<file path="src/rtl/sr_chain_pkg.sv">
// sr_chain_pkg: state encoding and default chain geometry for sr_chain_loader.
// Optional readback hardware in the loader is enabled by SR_CHAIN_READBACK_EN.
package sr_chain_pkg;

   localparam int STAT_W_DEF   = 88;
   localparam int DYN_W_DEF    = 16;
   localparam int DIV_HALF_DEF = 2;

   typedef enum logic [2:0] {
      ST_IDLE     = 3'd0,
      ST_SH_STAT  = 3'd1,
      ST_LAT_STAT = 3'd2,
      ST_SH_DYN   = 3'd3,
      ST_LAT_DYN  = 3'd4,
      ST_DONE     = 3'd5
   } chain_state_e;

   function automatic int max_int(input int a, input int b);
      return (a > b) ? a : b;
   endfunction

endpackage

</file>
<file path="src/rtl/sr_bit_timer.sv">
// sr_bit_timer: divides CLK into SCLK half-phases of DIV_HALF cycles and flags
// the CLK edges that close each phase (strobes are valid in the cycle before that edge).
module sr_bit_timer #(
   parameter int DIV_HALF = 2
) (
   input  logic CLK,
   input  logic RST_N,
   input  logic run,
   input  logic clr,
   output logic bit_start,
   output logic sclk_rise,
   output logic phase_end
);

   localparam int            CW      = $clog2(2 * DIV_HALF);
   localparam logic [CW-1:0] LAST_LO = CW'(DIV_HALF - 1);
   localparam logic [CW-1:0] LAST_HI = CW'(2 * DIV_HALF - 1);

   logic [CW-1:0] cnt_q;
   logic [CW-1:0] cnt_d;

   // Position within the current bit period; held at zero while idle or on restart.
   always_comb begin
      cnt_d = cnt_q;
      if (!run || clr) begin
         cnt_d = {CW{1'b0}};
      end else if (cnt_q == LAST_HI) begin
         cnt_d = {CW{1'b0}};
      end else begin
         cnt_d = cnt_q + CW'(1);
      end
   end

   // Divider counter register.
   always_ff @(posedge CLK or negedge RST_N) begin
      if (!RST_N) begin
         cnt_q <= {CW{1'b0}};
      end else begin
         cnt_q <= cnt_d;
      end
   end

   // bit_start marks the edge that opens the next bit period.
   assign sclk_rise = run && (cnt_q == LAST_LO);
   assign bit_start = run && (cnt_q == LAST_HI);
   assign phase_end = sclk_rise || bit_start;

endmodule

</file>
<file path="src/rtl/sr_chain_loader.sv">
// sr_chain_loader: shifts a static and/or dynamic chain image out MSB first and strobes
// the chain latches. Define SR_CHAIN_READBACK_EN to add sdi loopback comparison.
module sr_chain_loader
   import sr_chain_pkg::*;
#(
   parameter int STAT_W   = STAT_W_DEF,
   parameter int DYN_W    = DYN_W_DEF,
   parameter int DIV_HALF = DIV_HALF_DEF
) (
   input  logic                    CLK,
   input  logic                    RST_N,
   input  logic                    start,
   input  logic                    with_stat,
   input  logic                    abort,
   input  logic [STAT_W-1:0]       stat_data,
   input  logic [DYN_W-1:0]        dyn_data,
`ifdef SR_CHAIN_READBACK_EN
   input  logic                    sdi,
   output logic [STAT_W+DYN_W-1:0] rb_data,
   output logic                    rb_mismatch,
`endif
   output logic                    busy,
   output logic                    done,
   output logic                    sclk,
   output logic                    sdo,
   output logic                    stat_latch,
   output logic                    dyn_latch
);

   localparam int             BCW     = $clog2(max_int(STAT_W, DYN_W)) + 1;
   localparam logic [BCW-1:0] BIT_ONE = BCW'(1);

   chain_state_e      state_q, state_d;
   logic [BCW-1:0]    bit_cnt_q, bit_cnt_d;
   logic [STAT_W-1:0] stat_sr_q, stat_sr_d;
   logic [DYN_W-1:0]  dyn_sr_q, dyn_sr_d;
   logic              busy_q, busy_d, done_q, done_d, sclk_q, sclk_d, sdo_q, sdo_d;
   logic              stat_latch_q, stat_latch_d, dyn_latch_q, dyn_latch_d;
   logic              accept, tmr_run, tmr_clr, bit_start, sclk_rise, phase_end;
   logic              in_stat;

   assign accept  = (state_q == ST_IDLE) && start && !abort;
   assign tmr_run = (state_q != ST_IDLE) && (state_q != ST_DONE);
   assign in_stat = (state_q == ST_SH_STAT) || (state_q == ST_LAT_STAT);

   sr_bit_timer #(.DIV_HALF(DIV_HALF)) u_timer (
      .CLK       (CLK),
      .RST_N     (RST_N),
      .run       (tmr_run),
      .clr       (tmr_clr),
      .bit_start (bit_start),
      .sclk_rise (sclk_rise),
      .phase_end (phase_end)
   );

   // Next state plus next output values, so every output leaves a flop.
   always_comb begin
      state_d      = state_q;
      bit_cnt_d    = bit_cnt_q;
      stat_sr_d    = stat_sr_q;
      dyn_sr_d     = dyn_sr_q;
      sclk_d       = sclk_q;
      sdo_d        = sdo_q;
      stat_latch_d = 1'b0;
      dyn_latch_d  = 1'b0;
      done_d       = 1'b0;
      tmr_clr      = 1'b0;
      case (state_q)
         ST_IDLE: begin
            sclk_d = 1'b0;
            sdo_d  = 1'b0;
            if (accept) begin
               stat_sr_d = stat_data;
               dyn_sr_d  = dyn_data;
               if (with_stat) begin
                  state_d   = ST_SH_STAT;
                  bit_cnt_d = BCW'(STAT_W);
                  sdo_d     = stat_data[STAT_W-1];
               end else begin
                  state_d   = ST_SH_DYN;
                  bit_cnt_d = BCW'(DYN_W);
                  sdo_d     = dyn_data[DYN_W-1];
               end
            end else begin
               state_d = ST_IDLE;
            end
         end
         ST_SH_STAT, ST_SH_DYN: begin
            if (sclk_rise) begin
               sclk_d = 1'b1;
            end else if (bit_start) begin
               sclk_d = 1'b0;
               if (bit_cnt_q == BIT_ONE) begin
                  state_d      = in_stat ? ST_LAT_STAT : ST_LAT_DYN;
                  sdo_d        = 1'b0;
                  stat_latch_d = in_stat;
                  dyn_latch_d  = !in_stat;
               end else if (in_stat) begin
                  bit_cnt_d = bit_cnt_q - BIT_ONE;
                  stat_sr_d = stat_sr_q << 1;
                  sdo_d     = stat_sr_d[STAT_W-1];
               end else begin
                  bit_cnt_d = bit_cnt_q - BIT_ONE;
                  dyn_sr_d  = dyn_sr_q << 1;
                  sdo_d     = dyn_sr_d[DYN_W-1];
               end
            end else begin
               sclk_d = sclk_q;
            end
         end
         ST_LAT_STAT, ST_LAT_DYN: begin
            sclk_d = 1'b0;
            sdo_d  = 1'b0;
            if (phase_end) begin
               tmr_clr = 1'b1;
               if (in_stat) begin
                  state_d   = ST_SH_DYN;
                  bit_cnt_d = BCW'(DYN_W);
                  sdo_d     = dyn_sr_q[DYN_W-1];
               end else begin
                  state_d = ST_DONE;
                  done_d  = 1'b1;
               end
            end else begin
               stat_latch_d = in_stat;
               dyn_latch_d  = !in_stat;
            end
         end
         ST_DONE: begin
            state_d = ST_IDLE;
            sclk_d  = 1'b0;
            sdo_d   = 1'b0;
         end
         default: begin
            state_d = ST_IDLE;
            sclk_d  = 1'b0;
            sdo_d   = 1'b0;
         end
      endcase
      // Cancel wins over everything the sequence would have done this edge.
      if (abort && (state_q != ST_IDLE)) begin
         state_d      = ST_IDLE;
         sclk_d       = 1'b0;
         sdo_d        = 1'b0;
         stat_latch_d = 1'b0;
         dyn_latch_d  = 1'b0;
         done_d       = 1'b0;
         tmr_clr      = 1'b1;
      end else begin
         tmr_clr = tmr_clr;
      end
      busy_d = (state_d != ST_IDLE);
   end

   // Sequencer state, shifters and output flops.
   always_ff @(posedge CLK or negedge RST_N) begin
      if (!RST_N) begin
         state_q      <= ST_IDLE;
         bit_cnt_q    <= {BCW{1'b0}};
         stat_sr_q    <= {STAT_W{1'b0}};
         dyn_sr_q     <= {DYN_W{1'b0}};
         busy_q       <= 1'b0;
         done_q       <= 1'b0;
         sclk_q       <= 1'b0;
         sdo_q        <= 1'b0;
         stat_latch_q <= 1'b0;
         dyn_latch_q  <= 1'b0;
      end else begin
         state_q      <= state_d;
         bit_cnt_q    <= bit_cnt_d;
         stat_sr_q    <= stat_sr_d;
         dyn_sr_q     <= dyn_sr_d;
         busy_q       <= busy_d;
         done_q       <= done_d;
         sclk_q       <= sclk_d;
         sdo_q        <= sdo_d;
         stat_latch_q <= stat_latch_d;
         dyn_latch_q  <= dyn_latch_d;
      end
   end

   assign busy       = busy_q;
   assign done       = done_q;
   assign sclk       = sclk_q;
   assign sdo        = sdo_q;
   assign stat_latch = stat_latch_q;
   assign dyn_latch  = dyn_latch_q;

`ifdef SR_CHAIN_READBACK_EN
   localparam int TOT_W = STAT_W + DYN_W;

   logic [TOT_W-1:0] rb_q, rb_d, tx_q, tx_d, prev_q, prev_d;
   logic             mis_q, mis_d, smp_en;

   assign smp_en = ((state_q == ST_SH_STAT) || (state_q == ST_SH_DYN)) && sclk_rise && !abort;

   // Returned bits are judged against what the previous completed sequence sent.
   always_comb begin
      rb_d   = rb_q;
      tx_d   = tx_q;
      prev_d = prev_q;
      mis_d  = mis_q;
      if (accept) begin
         rb_d  = {TOT_W{1'b0}};
         tx_d  = {TOT_W{1'b0}};
         mis_d = 1'b0;
      end else if (smp_en) begin
         rb_d = {rb_q[TOT_W-2:0], sdi};
         tx_d = {tx_q[TOT_W-2:0], sdo_q};
      end else if (done_d) begin
         mis_d  = (rb_q != prev_q);
         prev_d = tx_q;
      end else begin
         mis_d = mis_q;
      end
   end

   // Readback capture registers.
   always_ff @(posedge CLK or negedge RST_N) begin
      if (!RST_N) begin
         rb_q   <= {TOT_W{1'b0}};
         tx_q   <= {TOT_W{1'b0}};
         prev_q <= {TOT_W{1'b0}};
         mis_q  <= 1'b0;
      end else begin
         rb_q   <= rb_d;
         tx_q   <= tx_d;
         prev_q <= prev_d;
         mis_q  <= mis_d;
      end
   end

   assign rb_data     = rb_q;
   assign rb_mismatch = mis_q;
`endif

endmodule

</file>
<file path="config.mk">
export PLATFORM = sky130hd
export DESIGN_NAME = sr_chain_loader
export DESIGN_NICKNAME = d
export VERILOG_FILES = /design/src/rtl/sr_chain_pkg.sv /design/src/rtl/sr_bit_timer.sv /design/src/rtl/sr_chain_loader.sv
export SDC_FILE = /design/constraint.sdc
export NUM_CORES = 1
export LEC_CHECK = 0
export CAP_MARGIN = 0
export CELL_PAD_IN_SITES_DETAIL_PLACEMENT = 0
export CELL_PAD_IN_SITES_GLOBAL_PLACEMENT = 1
export CORE_MARGIN = 4
export CORE_UTILIZATION = 39
export DETAILED_ROUTE_END_ITERATION = 12
export GPL_TIMING_DRIVEN = 0
export PLACE_DENSITY = 0.78
export SYNTH_ARGS = -nofsm -noshare
export SYNTH_HDL_FRONTEND = slang
export SYNTH_HIERARCHICAL = 1
export SYNTH_SLANG_ARGS = --single-unit
</file>
<file path="constraint.sdc">
create_clock -name CLK -period 8.3 [get_ports CLK]
set_clock_uncertainty 0.1 [all_clocks]
set_input_delay 0.83 -clock CLK [delete_from_list [all_inputs] [get_ports CLK]]
set_output_delay 0.83 -clock CLK [all_outputs]
set_load 0.05 [all_outputs]
</file>
* Yosys cells after proc, flatten, opt, wreduce, memory -nomap -nowiden
Cells that the tools add are included. W data, S select, Z words.
Storage, ports and cells: ROM bits 0, input port bits 109, bits in registers 122, memories kept 0, bits in writable memories 0, bits in latches 0
Cells by class: shifts and indexed selects 0, reduce and logical (&&, ||, !) cells 23, add/sub/neg operators 2, magnitude comparators 0, $mul 0, bitwise operators 0, mux-type cells 65, equal/unequal tests 19, divide/modulo/power cells 0
Operators by type and width (number):
- $mux W87 | 5
- $pmux W87 S2 | 1
- $mux W16 | 5
- $mux W8 | 6
- $pmux W16 S2 | 1
- $mux W1 | 30
- $mux W3 | 8
- $pmux W8 S3 | 1
- $ne A2 B2 Y1 const B | 7
- $reduce_and A6 Y1 | 2
- $pmux W3 S3 | 1
- $reduce_bool A3 Y1 | 3
- $eq A8 B1 Y1 const B | 1
- $sub A8 B1 Y8 const B | 1
- $mux W7 | 1
- $reduce_and A7 Y1 | 1
- $eq A3 B2 Y1 const B | 2
- $logic_and A1 B1 Y1 | 6
- $mux W2 | 3
- $ne A3 B3 Y1 const B | 2
- $ne A4 B2 Y1 const B | 1
- $pmux W1 S2 | 2
- $reduce_or A2 Y1 | 2
- $eq A3 B1 Y1 const B | 1
- other kinds (12) | 16

* Depth between registers and ports, before layout
Gate-level depths: netlist of the first run.
depth in word-level cells 9, depth in mapped cells 13, mapped depth without buffers 8

* Hierarchy
The synthesis of the first run kept the hierarchy.
Modules (own cells, without submodules):
- sr_chain_loader | cells each 467, sequential area each 3002.9 um^2, area each 6266.0 um^2, times used 1
- sr_bit_timer | cells each 10, sequential area each 50.0 um^2, area each 121.4 um^2, times used 1

* Least setup slack after synthesis of the first run
OpenSTA, ideal clock, no wires.
kind reg-to-reg, start register state_q[2], end register dyn_sr_q[10], buffers on the path 5, data required time 8075 ps, data arrival time 2903 ps, period minus slack after synthesis 3128 ps, stages on the path, launching flop included 13, setup slack 5172 ps, path through dfrtp_1 buf_2 nand2b_1 buf_2 buf_2 buf_1 nand3b_1 and2_1 nand2b_1 a221o_1 a21oi_2 buf_4 mux2_2
Between the ends: word-level cells in the longest chain between the ends 5, elaborated cells between the ends (all ways) 21
Ends and longest elaborated chain:
- start, declared | RTL line sr_chain_loader.sv:33 | chain_state_e state_q, state_d;
- start signal, assigned | RTL line sr_chain_loader.sv:169 | state_q <= state_d;
- $ne A3 B3 Y1 / $reduce_bool A3 Y1 (equally long branches) | RTL line sr_chain_loader.sv:43 | assign tmr_run = (state_q != ST_IDLE) && (state_q != ST_DONE);
- $logic_and A1 B1 Y1 (*) | RTL line sr_chain_loader.sv:43
- via tmr_run | RTL line sr_chain_loader.sv:39 | logic accept, tmr_run, tmr_clr, bit_start, sclk_rise, phase_end;
- $logic_and A1 B1 Y1 (*) | RTL line sr_bit_timer.sv:44 | assign sclk_rise = run && (cnt_q == LAST_LO);
- via sclk_rise | RTL line sr_chain_loader.sv:39
- $ne A2 B2 Y1 (no line) (*)
- $reduce_and A6 Y1 (no line) (*)
- end signal, assigned | RTL line sr_chain_loader.sv:161 | dyn_sr_q <= {DYN_W{1'b0}};
- end signal, assigned | RTL line sr_chain_loader.sv:172 | dyn_sr_q <= dyn_sr_d;
- end, declared | RTL line sr_chain_loader.sv:36 | logic [DYN_W-1:0] dyn_sr_q, dyn_sr_d;
The timed path passes the listed nets; every way through them passes the cells marked *. A chain may end at the register's enable or synchronous reset.

* Final worst setup path of the first run
start register state_q[2], end register stat_sr_q[82]
Between the ends: word-level cells in the longest chain between the ends 5, elaborated cells between the ends (all ways) 21
Ends and longest elaborated chain:
- $ne A3 B3 Y1 / $reduce_bool A3 Y1 (equally long branches) | RTL line sr_chain_loader.sv:43
- $logic_and A1 B1 Y1 (*) | RTL line sr_chain_loader.sv:43
- via tmr_run | RTL line sr_chain_loader.sv:39
- $logic_and A1 B1 Y1 (*) | RTL line sr_bit_timer.sv:44
- via sclk_rise | RTL line sr_chain_loader.sv:39
- $ne A2 B2 Y1 (no line) (*)
- $reduce_and A6 Y1 (no line) (*)
- end signal, assigned | RTL line sr_chain_loader.sv:160 | stat_sr_q <= {STAT_W{1'b0}};
- end signal, assigned | RTL line sr_chain_loader.sv:171 | stat_sr_q <= stat_sr_d;
- end, declared | RTL line sr_chain_loader.sv:35 | logic [STAT_W-1:0] stat_sr_q, stat_sr_d;
Marks and branches as above.

==> metrics.log, run 1 <==
[metrics] status: finished clean
[metrics] most congested layer reported by global routing: met2
[metrics] area of the core: 15940 sq um
[metrics] residual antenna-violating net count after detailed routing: 0
[metrics] crit share post-route: 49.39%
[metrics] unrepaired setup endpoints after global routing: no
[metrics] synthesized instance count: 477
[metrics] via count of the first global-routing pass: 4636
[metrics] via density per instance: 5.044
[metrics] Clock Path Buffers: 2
[metrics] Hold Worst Slack: 0.1710 ns
[metrics] share of the yosys chip area belonging to registers: 47.80%
[metrics] DIE AREA: 18490 sq um
[metrics] half-perimeter wire length after placement: 10.08 mm
[metrics] FILL cells: roughly 1400
[metrics] Final Slew Violations: 0
[metrics] peak ir drop on the vdd network: 0.0001525 V
[metrics] initial core utilization: 40.06%
[metrics] weighted congestion at the end of routability-driven global placement: 0.8542
[metrics] critical path launch point type: register
[metrics] power density over the cells: 301.0 nW/um^2
[metrics] number of diodes: 0
[metrics] buffer cell driving the clock tree root: sky130_fd_sc_hd__clkbuf_16
[metrics] clock slew at the register clock pins of the worst setup and hold paths: 0.05 ns
[metrics] DRT Wirelength: 13.76 mm
[metrics] # DRC: 0
[metrics] launch instance of the worst register-to-register path: state_q[2]
[metrics] count of hold buffers inserted by post-cts repair: 0
[metrics] Leak Pwr: between 3 and 4 nW
[metrics] fraction of final layout cells with drive strength greater than 1: approximately 40%
[metrics] buffers added on ports: 114
[metrics] type of element capturing the critical path: register
[metrics] fraction of registers with async set/reset: 100.0%
[metrics] most used cell, CP: sky130_fd_sc_hd__buf_2
[metrics] count of final hold-check violations: 0
[metrics] die width: 136.0 um
[metrics] Tmin final: around 4.1 ns
[metrics] H-Tree Level Count: 4
[metrics] mean post-synth cell area: 13.39 sq um
[metrics] type of the tightest min-delay check: in2async
[metrics] Max Fclk: 244.0 MHz
[metrics] clock network latency to the later pin of the worst-skew pair: 0.41 ns
[metrics] number of flops mapped to enable cells by yosys: 0
[metrics] setup TNS after final layout: 0 ns
[metrics] number of detailed-route iterations in the first pass: 4
[metrics] signed area change from the synthesized netlist to the final layout: 31.83%
[metrics] area occupied by registers: between 3000 and 4000 sq um
[metrics] number of top-level pins: between 100 and 150
[metrics] row count: 46
[metrics] Netlist cell types: 49
[metrics] total clock sinks: 122
[metrics] critical path peak fanout: 10
[metrics] largest net degree at the start of global routing: 99
[metrics] nets in the synthesized netlist: 590
[metrics] global-route wire length before repair: ~23 mm
[metrics] leading cell type in the layout, fill and taps excluded: sky130_fd_sc_hd__mux2_2
[metrics] Worst Max-Slew Pin Slew: about 1.0 ns
[metrics] Resized Gates After CTS: 0
[metrics] footprint of the multi-input gates: roughly 3100 sq um
[metrics] post-synthesis sequential element count: 122
[metrics] clock tree from TritonCTS: built
[metrics] Congestion Overflow GR: 0
[metrics] highest-count cells in the layout ignoring fill and taps: 169 x sky130_fd_sc_hd__mux2_2, 122 x sky130_fd_sc_hd__dfrtp_1, 113 x sky130_fd_sc_hd__clkdlybuf4s50_1, 29 x sky130_fd_sc_hd__mux2_4, 17 x sky130_fd_sc_hd__clkbuf_16
[metrics] total number of nets in the final design: 724
[metrics] setup repair bufs after CTS: 0
[metrics] total of warnings raised by yosys: 6
[metrics] Crit. Startpoint: state_q[2]
[metrics] Critical Path, Cell by Cell: buf_2 > nand2b_1 > buf_2 > buf_2 > buf_1 > nand3b_1 > and2_1 > nor2b_1 > o2bb2ai_1 > nor4_2 > buf_6 > buf_6 > mux2_4
[metrics] TritonCTS Buffers: 17
[metrics] max-capacitance violation count: 0
[metrics] global routing usage on met2: 26.52%
[metrics] number of buffers and inverters on the critical path: 6
[metrics] number of antenna violations at the first check in global routing: 0
[metrics] GR Layer Usage met3: 4.996%
[metrics] average routed wire per standard cell: 16.42 um
[metrics] total of endpoints with negative setup slack in the final report: 0
[metrics] drt initial violations: approximately 160
[metrics] crit-path leading delay family: simple AND/OR/NAND/NOR gates
[metrics] Syn Std Cell Area: 6387 sq um
[metrics] crit path DAT: 4.29 ns
[metrics] delay of the slowest cell on the worst path: 0.85 ns
[metrics] required time of the worst setup path: 8.49 ns
[metrics] Relative slew margins: 30.34%
[metrics] CP max-delay cell: sky130_fd_sc_hd__nor4_2
[metrics] count of vias placed by the detailed router: between 4000 and 5000
[metrics] chip height: around 140 um
[metrics] flip-flop cell with the highest count after synthesis: sky130_fd_sc_hd__dfrtp_1
[metrics] M1 GR Usage: 19.13%
[metrics] global-route usage over all layers: 15.83%
[metrics] type of the setup path with the least slack: reg2reg
## report_power, final
group | switching (W) | total [W] | internal [W]
Combinational | 0.000278 | 0.000767 | 0.000489
Sequential | 0.000153 | 0.00102 | 0.000871
Clock | 0.000254 | 0.000744 | 0.000491
Total | 0.000684 | 0.00253 | 0.00185
## sequential cells by signal (all words and copies together) (netlist names), 2 cells and up
register       flops
u_timer/cnt_q      2
state_q            3
dyn_sr_q          16
bit_cnt_q          8
stat_sr_q         87
## metal layers
| metal | up-vias | routed length (um) | share of wire [%] |
|---|---|---|---|
| li1 | 2017 | - | - |
| met1 | 2100 | 5922 | 43 |
| met5 | - | 0 | 0 |
| met4 | 0 | 204 | 1.5 |
| met2 | 95 | 6913 | 50 |
| met3 | 15 | 716 | 5.2 |
## cell type report
cell class / count / area share, %
clock inverters: 8 / 1.412
inverters: 9 / 0.4012
well taps: 216 / 3.210
flip-flops and latches: 122 / 36.26
multi-input cells: 315 / 37.24
clock buffers: 22 / 5.632
repair buffers: 115 / 13.89
plain buffers: 31 / 1.961
## Yosys cell counts (all sizes together) (3+ instances only)
cell | n | area [sq um]
or3 | 5 | 31.28
mux2i | 6 | 60.06
o211ai | 3 | 22.52
or4 | 3 | 22.52
nor3 | 6 | 30.03
dfrtp | 122 | 3053
o21a | 3 | 22.52
mux2 | 198 | 2339
buf | 22 | 131.4
o31ai | 3 | 22.52
nand2b | 6 | 37.54
a21o | 3 | 22.52
clkbuf | 9 | 33.78
nand2 | 12 | 45.04
a21oi | 7 | 38.79
nor2 | 11 | 41.29
ha | 4 | 50.05
o21ai | 10 | 50.05
nor4 | 6 | 58.80
inv | 9 | 33.78
## kinds of logic (layout without fill, tap and decap cells)
group / Yosys count / in the layout / share of synthesized area, %
xor+xnor: 1 / 1 / 0.1371
mux: 204 / 204 / 37.55
buf+inv: 40 / 185 / 3.115
fa+ha+maj: 5 / 5 / 0.9403
compound gates: 44 / 44 / 4.858
simple gates: 61 / 61 / 5.602
flops: 122 / 122 / 47.80
## through the flow
step	power (W)	worst slack, ns	instance area (sq um)	cells	util, %
2_1_floorplan	0.001590	5.172	6387	477	-
3_3_place_gp	0.001763	1.472	7799	807	48.92
3_5_place_dp	0.001809	4.066	7828	808	49.10
4_1_cts	0.002572	4.069	8421	838	52.82
5_1_grt	0.002693	3.806	8421	838	52.82
6_report	0.002534	4.201	8421	838	52.82
## path summary, 6_finish.rpt
| kind | to | slack [ns] | cells past startpoint |
|---|---|---|---|
| max | stat_sr_q[82] | 4.20 | 13 |
| min | stat_sr_q[12] | 0.17 | 1 |
| max reg2reg | stat_sr_q[82] | 4.20 | 13 |
| min reg2reg | u_timer/cnt_q[0] | 0.39 | 1 |
| max in group asynchronous | u_timer/cnt_q[1] | 7.17 | 2 |
| min in group CLK | u_timer/cnt_q[0] | 0.39 | 1 |
(Power assumes the default switching activity.)
==> run 2, diff against run 1 <==
==> constraint.sdc (replaced) <==
create_clock -name CLK -period 3.9 [get_ports CLK]
set_clock_uncertainty 0.1 [all_clocks]
set_input_delay 0.39 -clock CLK [delete_from_list [all_inputs] [get_ports CLK]]
set_output_delay 0.39 -clock CLK [all_outputs]
set_load 0.05 [all_outputs]
==> metrics.log, run 2 (same netlist as run 1, synthesis figures left out) <==
[metrics] status: finished clean (unchanged)
[metrics] Leak Pwr: 3.527 nW (was 3.512 nW)
[metrics] row count: 46 (unchanged)
[metrics] die width: 136.0 um (unchanged)
[metrics] Clock Path Buffers: 2 (unchanged)
[metrics] fin worst setup slack: 0.3272 ns (was 4.201 ns)
[metrics] chip height: 136.0 um (unchanged)
[metrics] R2R cell count: 11 (was 13)
[metrics] fraction of final layout cells with drive strength greater than 1: 40.54% (was 40.35%)
[metrics] launch instance of the worst register-to-register path: state_q[2] (unchanged)
[metrics] Congestion Overflow GR: 0 (unchanged)
[metrics] clock tree from TritonCTS: built (unchanged)
[metrics] power density over the cells: 639.6 nW/um^2 (was 301.0 nW/um^2)
[metrics] count of vias placed by the detailed router: 4236 (was 4227)
[metrics] largest registers: stat_sr_q: 87 flops, dyn_sr_q: 16 flops, bit_cnt_q: 8 flops (unchanged)
[metrics] type of the tightest min-delay check: in2async (unchanged)
[metrics] Hold Worst Slack: 0.2984 ns (was 0.1710 ns)
[metrics] drt initial violations: 152 (was 157)
[metrics] max-capacitance violation count: 0 (unchanged)
[metrics] DIE AREA: 18490 sq um (unchanged)
[metrics] clock network latency to the later pin of the worst-skew pair: 0.41 ns (about the same)
[metrics] number of diodes: 0 (unchanged)
[metrics] count of final hold-check violations: 0 (unchanged)
[metrics] total of endpoints with negative setup slack in the final report: 0 (unchanged)
[metrics] largest net degree at the start of global routing: 99 (unchanged)
[metrics] type of the setup path with the least slack: reg2reg (unchanged)
[metrics] initial core utilization: 40.06% (unchanged)
[metrics] leading cell type in the layout, fill and taps excluded: sky130_fd_sc_hd__mux2_2 (unchanged)
[metrics] buffer cell driving the clock tree root: sky130_fd_sc_hd__clkbuf_16 (unchanged)
[metrics] total number of nets in the final design: 726 (was 724)
[metrics] highest-count cells in the layout ignoring fill and taps: 169 x sky130_fd_sc_hd__mux2_2, 122 x sky130_fd_sc_hd__dfrtp_1, 113 x sky130_fd_sc_hd__clkdlybuf4s50_1, 29 x sky130_fd_sc_hd__mux2_4, 17 x sky130_fd_sc_hd__clkbuf_16 (unchanged)
[metrics] Reg2Reg Setup Slack: 0.33 ns (was 4.20 ns)
[metrics] clock slew at the register clock pins of the worst setup and hold paths: 0.05 ns (about the same)
[metrics] half-perimeter wire length after placement: 10.08 mm (unchanged)
[metrics] register with the most flip-flops: stat_sr_q (unchanged)
[metrics] number of detailed-route iterations in the first pass: 4 (unchanged)
[metrics] area of the core: 15940 sq um (unchanged)
[metrics] global-route usage over all layers: 15.85% (was 15.83%)
[metrics] crit share post-route: 91.61% (was 49.39%)
[metrics] capture instance of the worst register-to-register path: dyn_sr_q[11] (was stat_sr_q[82])
[metrics] worst setup timing slack at the placement stage: -0.3340 ns (was 4.066 ns)
[metrics] number of antenna violations at the first check in global routing: 0 (unchanged)
[metrics] Final Slew Violations: 0 (unchanged)
[metrics] signed area change from the synthesized netlist to the final layout: 32.30% (was 31.83%)
[metrics] max reg flops: 87 (unchanged)
[metrics] peak ir drop on the vdd network: 0.0003230 V (was 0.0001525 V)
[metrics] buffers added on ports: 114 (unchanged)
[metrics] average routed wire per standard cell: 16.42 um (about the same)
[metrics] via count of the first global-routing pass: 4653 (was 4636)
[metrics] unrepaired setup endpoints after global routing: no (unchanged)
[metrics] TritonCTS Buffers: 17 (unchanged)
[metrics] global-route wire length before repair: 23.01 mm (was 22.98 mm)
[metrics] via density per instance: 5.043 (was 5.044)
[metrics] DRT Wirelength: 13.79 mm (was 13.76 mm)
[metrics] total clock sinks: 122 (unchanged)
[metrics] required time of the worst setup path: 4.09 ns (was 8.49 ns)
[metrics] H-Tree Level Count: 4 (unchanged)
[metrics] critical path peak fanout: 19 (was 10)
[metrics] total power: 0.005405 W (was 0.002534 W)
[metrics] Tmin final: 3.573 ns (was 4.099 ns)
[metrics] type of element capturing the critical path: register (unchanged)
[metrics] Worst Max-Slew Pin Slew: 0.6794 ns (was 1.036 ns)
[metrics] critical path launch point type: register (unchanged)
[metrics] Core Util, Final: 53.01% (was 52.82%)
[metrics] weighted congestion at the end of routability-driven global placement: 0.8542 (unchanged)
[metrics] crit path DAT: 3.76 ns (was 4.29 ns)
[metrics] # DRC: 0 (unchanged)
[metrics] residual antenna-violating net count after detailed routing: 0 (unchanged)
[metrics] Relative slew margins: 54.61% (was 30.34%)
[metrics] Max Fclk: 279.9 MHz (was 244.0 MHz)
[metrics] number of top-level pins: 115 (unchanged)
[run 2: cell count changes in the layout (fill, tap and decap cells not counted)]
cell and change:
sky130_fd_sc_hd__buf_4 +2, sky130_fd_sc_hd__buf_1 -1, sky130_fd_sc_hd__dlygate4sd3_1 +1, sky130_fd_sc_hd__nor4_2 -1
sky130_fd_sc_hd__nor4_4 +1
[run 2: critical path, stage by stage, from the launching register on]
cell,delay [ns]
sky130_fd_sc_hd__dfrtp_1,0.32
sky130_fd_sc_hd__buf_2,0.20
sky130_fd_sc_hd__nand2b_1,0.13
sky130_fd_sc_hd__buf_2,0.18
sky130_fd_sc_hd__buf_2,0.42
sky130_fd_sc_hd__nand3b_1,0.21
sky130_fd_sc_hd__and2_1,0.23
sky130_fd_sc_hd__nand2b_1,0.18
sky130_fd_sc_hd__a221o_1,0.47
sky130_fd_sc_hd__a21oi_2,0.37
sky130_fd_sc_hd__buf_4,0.27
sky130_fd_sc_hd__mux2_2,0.36
[run 2: per-stage QoR]
stage / instances / setup TNS, ns / area, sq um
finish: 840 / 0 / 8451
global route: 840 / 0 / 8451
CTS: 840 / 0 / 8451
detailed placement: 808 / -26.16 / 7828
global placement: 807 / -328.05 / 7799
floorplan: 477 / 0 / 6387
[run 2: how the worst max path moves through the flow]
stage | from | endpoint | slack (ns) | cells after the start
after CTS | state_q[2] | dyn_sr_q[11] | 0.28 | 11
after floorplan | state_q[2] | dyn_sr_q[10] | 0.77 | 12
final | state_q[2] | dyn_sr_q[11] | 0.33 | 11
after global placement | RST_N | stat_sr_q[66] | -2.49 | 1
after detailed placement | state_q[2] | stat_sr_q[68] | -0.33 | 13
after global routing | state_q[2] | dyn_sr_q[11] | 0.05 | 11
[run 2: per-layer routing]
layer | part of all wire, % | vias to the layer above | GRT usage [%] | routed length (um)
met5 | 0 | - | 0 | 0
met4 | 1.7 | 0 | 5.935 | 232
met3 | 5.4 | 19 | 4.996 | 738
met2 | 50 | 95 | 26.58 | 6872
met1 | 43 | 2101 | 19.15 | 5949
li1 | - | 2021 | - | -
[run 2: report_power, final]
| group | total (W) | switching, W | leakage, nW | internal (W) |
|---|---|---|---|---|
| Sequential | 0.00218 | 0.000324 | 1.47 | 0.00185 |
| Clock | 0.00158 | 0.000540 | 0.296 | 0.00104 |
| Combinational | 0.00164 | 0.000595 | 1.77 | 0.00105 |
[run 2: timing repair]
| action | 4_1_cts | 5_1_grt |
|---|---|---|
| setup buffers | 2 | 0 |
| setup endpoints to repair | 90 | 0 |
| gates resized for setup | 1 | 0 |
| hold buffers | 1 | 0 |
| hold endpoints to repair | 24 | 0 |
[run 2: area by class of cell]
cell class | count | area, sq um
Multi-Input combinational cell | 315 | 3144
Timing Repair Buffer | 118 | 1195
Buffer | 30 | 161.4
Clock buffer | 22 | 474.2
Clock inverter | 8 | 118.9
Tap cell | 216 | 270.3
Fill cell | 1373 | 7492
Inverter | 9 | 33.78
Sequential cell | 122 | 3053
